===== config.mk =====
export PLATFORM = sky130hd
export DESIGN_NAME = code_lock
export DESIGN_NICKNAME = d
export VERILOG_FILES = /design/src/rtl/code_lock.sv
export SDC_FILE = /design/constraint.sdc
export NUM_CORES = 1
export LEC_CHECK = 0
export ABC_AREA = 1
export ABC_CLOCK_PERIOD_IN_PS = 2900
export BUFFER_PORTS_ARGS = -buffer_cell sky130_fd_sc_hd__buf_4
export CAP_MARGIN = 30
export CORE_UTILIZATION = 35
export CTS_CLUSTER_SIZE = 14
export DETAILED_ROUTE_END_ITERATION = 16
export GPL_ROUTABILITY_DRIVEN = 0
export PLACE_DENSITY_LB_ADDON = 0.15
export SYNTH_ARGS = -nofsm -noshare
export SYNTH_HDL_FRONTEND = slang
export SYNTH_SLANG_ARGS = --single-unit

===== constraint.sdc =====
create_clock -name clk -period 2.9 [get_ports clk]
set_input_delay 0.29 -clock clk [delete_from_list [all_inputs] [get_ports clk]]
set_output_delay 0.29 -clock clk [all_outputs]
set_load 0.05 [all_outputs]

===== src/rtl/code_lock.sv =====
// Keypad code lock: one-hot button capture, code verify, retry lockout.
// Optional field reprogramming of the code is enabled with `define CODE_LOCK_PROGRAM_EN.
module code_lock #(
  parameter int unsigned NBTN           = 4,
  parameter int unsigned CODE_LEN       = 4,
  parameter logic [CODE_LEN*$clog2(NBTN)-1:0] PASSWORD = '0,
  parameter int unsigned MAX_TRIES      = 3,
  parameter int unsigned LOCKOUT_CYCLES = 16
) (
  input  logic                              clk,
  input  logic                              reset,
  input  logic [NBTN-1:0]                   btn,
  input  logic                              enter,
  input  logic                              clear,
`ifdef CODE_LOCK_PROGRAM_EN
  input  logic                              prog,
`endif
  output logic [2:0]                        state,
  output logic                              locked,
  output logic                              unlocked,
  output logic                              error,
  output logic                              lockout,
  output logic [$clog2(CODE_LEN+1)-1:0]     digit_cnt,
  output logic [3:0]                        fail_cnt,
  output logic                              invalid
);

  localparam int unsigned DW = $clog2(NBTN);
  localparam int unsigned CW = $clog2(CODE_LEN + 1);
  localparam int unsigned BW = CODE_LEN * DW;
  localparam int unsigned TW = (LOCKOUT_CYCLES > 1) ? $clog2(LOCKOUT_CYCLES) : 1;

  typedef enum logic [2:0] {
    S_LOCKED   = 3'd0,
    S_INPUT    = 3'd1,
    S_VERIFY   = 3'd2,
    S_ERROR    = 3'd3,
    S_UNLOCKED = 3'd4,
    S_LOCKOUT  = 3'd5,
    S_PROGRAM  = 3'd6
  } state_t;

  state_t          state_q, state_d;
  logic [CW-1:0]   cnt_q, cnt_d;
  logic [3:0]      fail_q, fail_d;
  logic [TW-1:0]   timer_q, timer_d;
  logic [BW-1:0]   buf_q, buf_d;
  logic [BW-1:0]   pwd_q, pwd_d;
  logic [NBTN-1:0] prev_btn;
  logic            bad_q, bad_d;
  logic            invalid_d;
  logic            press_ev, multi, accept_press, match;
  logic [DW-1:0]   digit;

  // Rising-edge press detection and one-hot decode
  always_comb begin
    press_ev = (btn != '0) && (prev_btn == '0);
    multi    = (btn & (btn - NBTN'(1))) != '0;
    digit    = '0;
    for (int i = 0; i < NBTN; i++) begin
      if (btn[i]) digit = DW'(i);
    end
  end

  assign match = (cnt_q == CW'(CODE_LEN)) && !bad_q && (buf_q == pwd_q);

  always_comb begin
    state_d      = state_q;
    cnt_d        = cnt_q;
    fail_d       = fail_q;
    timer_d      = timer_q;
    buf_d        = buf_q;
    pwd_d        = pwd_q;
    bad_d        = bad_q;
    invalid_d    = 1'b0;
    accept_press = 1'b0;
    case (state_q)
      S_LOCKED: begin
        if (!clear && enter) begin
          state_d = S_INPUT;
          cnt_d   = '0;
          bad_d   = 1'b0;
          buf_d   = '0;
        end
      end
      S_INPUT: begin
        if (clear)      state_d = S_LOCKED;
        else if (enter) state_d = S_VERIFY;
        else            accept_press = 1'b1;
      end
      S_VERIFY: begin
        if (match) begin
          state_d = S_UNLOCKED;
          fail_d  = '0;
        end else begin
          fail_d = fail_q + 4'd1;
          if (fail_d == 4'(MAX_TRIES)) begin
            state_d = S_LOCKOUT;
            timer_d = TW'(LOCKOUT_CYCLES - 1);
          end else begin
            state_d = S_ERROR;
          end
        end
      end
      S_ERROR: begin
        if (clear) state_d = S_LOCKED;
      end
      S_UNLOCKED: begin
        if (clear) state_d = S_LOCKED;
`ifdef CODE_LOCK_PROGRAM_EN
        else if (prog) begin
          state_d = S_PROGRAM;
          cnt_d   = '0;
          bad_d   = 1'b0;
          buf_d   = '0;
        end
`endif
      end
      S_LOCKOUT: begin
        if (timer_q == '0) begin
          state_d = S_LOCKED;
          fail_d  = '0;
        end else begin
          timer_d = timer_q - TW'(1);
        end
      end
`ifdef CODE_LOCK_PROGRAM_EN
      S_PROGRAM: begin
        if (clear) begin
          state_d = S_UNLOCKED;
        end else if (enter) begin
          state_d = S_UNLOCKED;
          if ((cnt_q == CW'(CODE_LEN)) && !bad_q) begin
            pwd_d   = buf_q;
            state_d = S_LOCKED;
          end
        end else begin
          accept_press = 1'b1;
        end
      end
`endif
      default: state_d = S_LOCKED;
    endcase

    // Digit capture shared by code entry and reprogramming
    if (accept_press && press_ev) begin
      if (multi) begin
        invalid_d = 1'b1;
        bad_d     = 1'b1;
      end else if (cnt_q < CW'(CODE_LEN)) begin
        for (int i = 0; i < CODE_LEN; i++) begin
          if (cnt_q == CW'(i)) buf_d[i*DW +: DW] = digit;
        end
        cnt_d = cnt_q + CW'(1);
      end else begin
        bad_d = 1'b1;
      end
    end
  end

  always_ff @(posedge clk or negedge reset) begin
    if (!reset) begin
      state_q  <= S_LOCKED;
      cnt_q    <= '0;
      fail_q   <= '0;
      timer_q  <= '0;
      buf_q    <= '0;
      pwd_q    <= PASSWORD;
      bad_q    <= 1'b0;
      prev_btn <= '0;
      invalid  <= 1'b0;
      locked   <= 1'b1;
      unlocked <= 1'b0;
      error    <= 1'b0;
      lockout  <= 1'b0;
    end else begin
      state_q  <= state_d;
      cnt_q    <= cnt_d;
      fail_q   <= fail_d;
      timer_q  <= timer_d;
      buf_q    <= buf_d;
      pwd_q    <= pwd_d;
      bad_q    <= bad_d;
      prev_btn <= btn;
      invalid  <= invalid_d;
      locked   <= (state_d == S_LOCKED);
      unlocked <= (state_d == S_UNLOCKED);
      error    <= (state_d == S_ERROR);
      lockout  <= (state_d == S_LOCKOUT);
    end
  end

  assign state     = state_q;
  assign digit_cnt = cnt_q;
  assign fail_cnt  = fail_q;

endmodule


==> metrics.txt <==
initial antenna violation count=0; Clock power frac=20.7%; FILL cells=between 400 and 500; register area=between 800 and 900 sq um; Crit. End Element=flip-flop; Clock Sinks=32; top cell type by total area after synthesis=dfrtp_1; HPWL after DPL=about 2300 um; top post-synthesis cells by area=dfrtp_1, nand2_1, nand3_1; total of max-cap violations=0; Total Wirelength=~3200 um; Antenna diodes=0; Hold WC Path Type=primary input to flip-flop; Avg WL per Cell=approximately 11 um; Resized Gates After CTS=0; Worst Reg-to-Reg Cells=6; IO Port Bufs=22; Synth Instances=around 200; DRC=0; # setup viols final=0; final worst path period share=~59%; global-route wire length before repair=approximately 5600 um; Int Pwr=roughly 960 uW; clock skew=roughly 0.0037 ns; largest net degree at the start of global routing=33; count of pins over their slew limit=0; Synth Register Bits=32; Hold Crit Depth=1; Worst VDD drop=approximately 0.34 mV; Vias=roughly 1300; synth warn=0; kind of critical path=flip-flop to flip-flop; sequential share of the synthesized area=48.30%; Syn Std Cell Area=1660 sq um; initial core utilization=about 37%; syn_nets=between 200 and 250; drt pass-1 iters=6; die area=between 5000 and 6000 sq um; hold-fix buffers at CTS=1; vias in the first global route=approximately 1300; CTS Buffer Depth=2; Worst setup SP type=flip-flop; Top Ports=23; CP arrival=1.87 ns; CTS buffer count=5; P_leak=approximately 0.0010 uW; Final Net Count=between 200 and 250; r2r setup slk=around 1.2 ns; CP max FO=15; logic gate share of total power=41.5%; Pwr Density=~860 nW/um^2; Multi-input gate area=about 750 sq um; Die Y=70.88 um; total track usage=between 10 and 15%; Avg Cell Area, Syn=~8.3 sq um; Rows=24; share of cells above drive strength 1=19.82%; area grow syn2layout=18.84%; gr ovfl total=0; switching power=about 740 uW; Slew headroom=58.40%; status=finished, final reports clean; Final Critical Period=1.703 ns; Post-Place Cells=270; 1st-iter DRT viols=40; TritonCTS clock tree=built; post-synth top area share=a little under half; Layout Cells excl Fill=279; Yosys cell types=26; RSZ-0062 raised after global routing=false; Final Hold Fails=0; Reg clk slew, reported paths=around 0.07 ns; CORE AREA=between 4000 and 5000 sq um; Sw Share=a little over two fifths; WP data required=3.06 ns; f_max=about 0.59 GHz; routed vias/inst=between 4 and 5; post-CTS setup repair buffer count=0; pin slew with the least headroom to its limit=roughly 0.62 ns; root buffer cell=clkbuf_8; CTS HTree Levels=2; TNS Setup=0 ns; Seq pwr share=between 30% and 40%; remaining antenna violation count=0; insertion delay of the later-clocked pin in the worst-skew pair=~0.28 ns; chip width=approximately 70 um
[power by group through the flow]
| stage | clock network [uW] | registers [uW] | logic, uW |
|---|---|---|---|
| floorplan | 0 | 847 | 317 |
| global placement | 0 | 653 | 711 |
| detailed placement | 0 | 652 | 710 |
| CTS | 365 | 645 | 713 |
| global route | 387 | 658 | 784 |
| finish | 351 | 641 | 703 |
[state kept, by name, indices dropped and copies added, names as in the netlist]
signal     cells
locked         1
bad_q          1
fail_cnt       4
digit_cnt      3
state          3
timer_q        4
buf_q          8
unlocked       1
invalid        1
lockout        1
error          1
prev_btn       4
[layout by cell type (no fill, tap or decap), drive strengths merged]
| master | count |
|---|---|
| nand2 | 56 |
| nand3 | 31 |
| dlygate4sd3 | 1 |
| o21bai | 1 |
| buf | 22 |
| a21oi | 2 |
| o22ai | 1 |
| nor2 | 20 |
| nor3 | 2 |
| dfstp | 1 |
| o21ai | 7 |
| or2 | 2 |
| ha | 7 |
| nand3b | 1 |
| nand4 | 10 |
| clkinv | 2 |
| inv | 24 |
| clkbuf | 6 |
| dfrtp | 31 |
[critical path, cell delays in order (launching register included)]
cell and delay, ns:
dfrtp_1 0.46, nor2_1 0.24, nand3_1 0.18, nor2_4 0.33, nand3_1 0.19, nand3_1 0.12
nand2_1 0.07
[worst paths after layout]
path                                        start                       to
max in group asynchronous                   reset         locked$_DFF_PN1_
min reg2reg                timer_q[3]$_DFFE_PN0P_   timer_q[3]$_DFFE_PN0P_
max                            state[2]$_DFF_PN0_       buf_q[7]$_DFF_PN0_
max reg2reg                    state[2]$_DFF_PN0_       buf_q[7]$_DFF_PN0_
min in group asynchronous                   reset  fail_cnt[0]$_DFFE_PN0P_
min                                        btn[3]    prev_btn[3]$_DFF_PN0_
[final cells by class]
class	instances	area share [%]
sequential	32	40.65
multi-input combinational	140	37.92
timing repair buffer	23	8.878
inverter	24	4.566
clock buffer	6	4.185
tap	52	3.297
clock inverter	2	0.5073
[kinds of logic (layout without fill, tap and decap cells)]
logic type | count (synthesis) | in the layout | share of synthesized area [%]
buf+inv | 27 | 55 | 6.631
fa+ha+maj | 7 | 7 | 5.275
compound gates | 11 | 11 | 5.351
flops | 32 | 32 | 48.30
simple gates | 122 | 122 | 34.44
[Yosys cell counts, drive strengths merged]
| library cell | number |
|---|---|
| nor3 | 2 |
| ha | 7 |
| o21bai | 1 |
| dfstp | 1 |
| clkbuf | 1 |
| nor2 | 20 |
| nand3 | 31 |
| o21ai | 7 |
| nand2 | 56 |
| o22ai | 1 |
| nand3b | 1 |
| inv | 24 |
| or2 | 2 |
| a21oi | 2 |
| nand4 | 10 |
| dfrtp | 31 |
| buf | 2 |
[routing by layer]
metal,part of all wire (%),global-route usage [%]
met4,0.91,4.000
met5,0,0
met2,46,22.76
met1,50,18.91
met3,3.2,4.274
[metrics by stage]
stage	utilization, %	hold WS, ns	worst slack (ns)	total power (uW)	cell area, sq um
2_1_floorplan	-	-0.005591	1.127	1164	1660
3_3_place_gp	42.09	0.2554	1.116	1365	1871
3_5_place_dp	42.09	0.2543	1.126	1362	1871
4_1_cts	44.40	0.1208	1.177	1722	1973
5_1_grt	44.40	0.1175	0.9782	1829	1973
6_report	44.40	0.1291	1.198	1696	1973
Note: power is estimated with default switching activity, not from simulation.
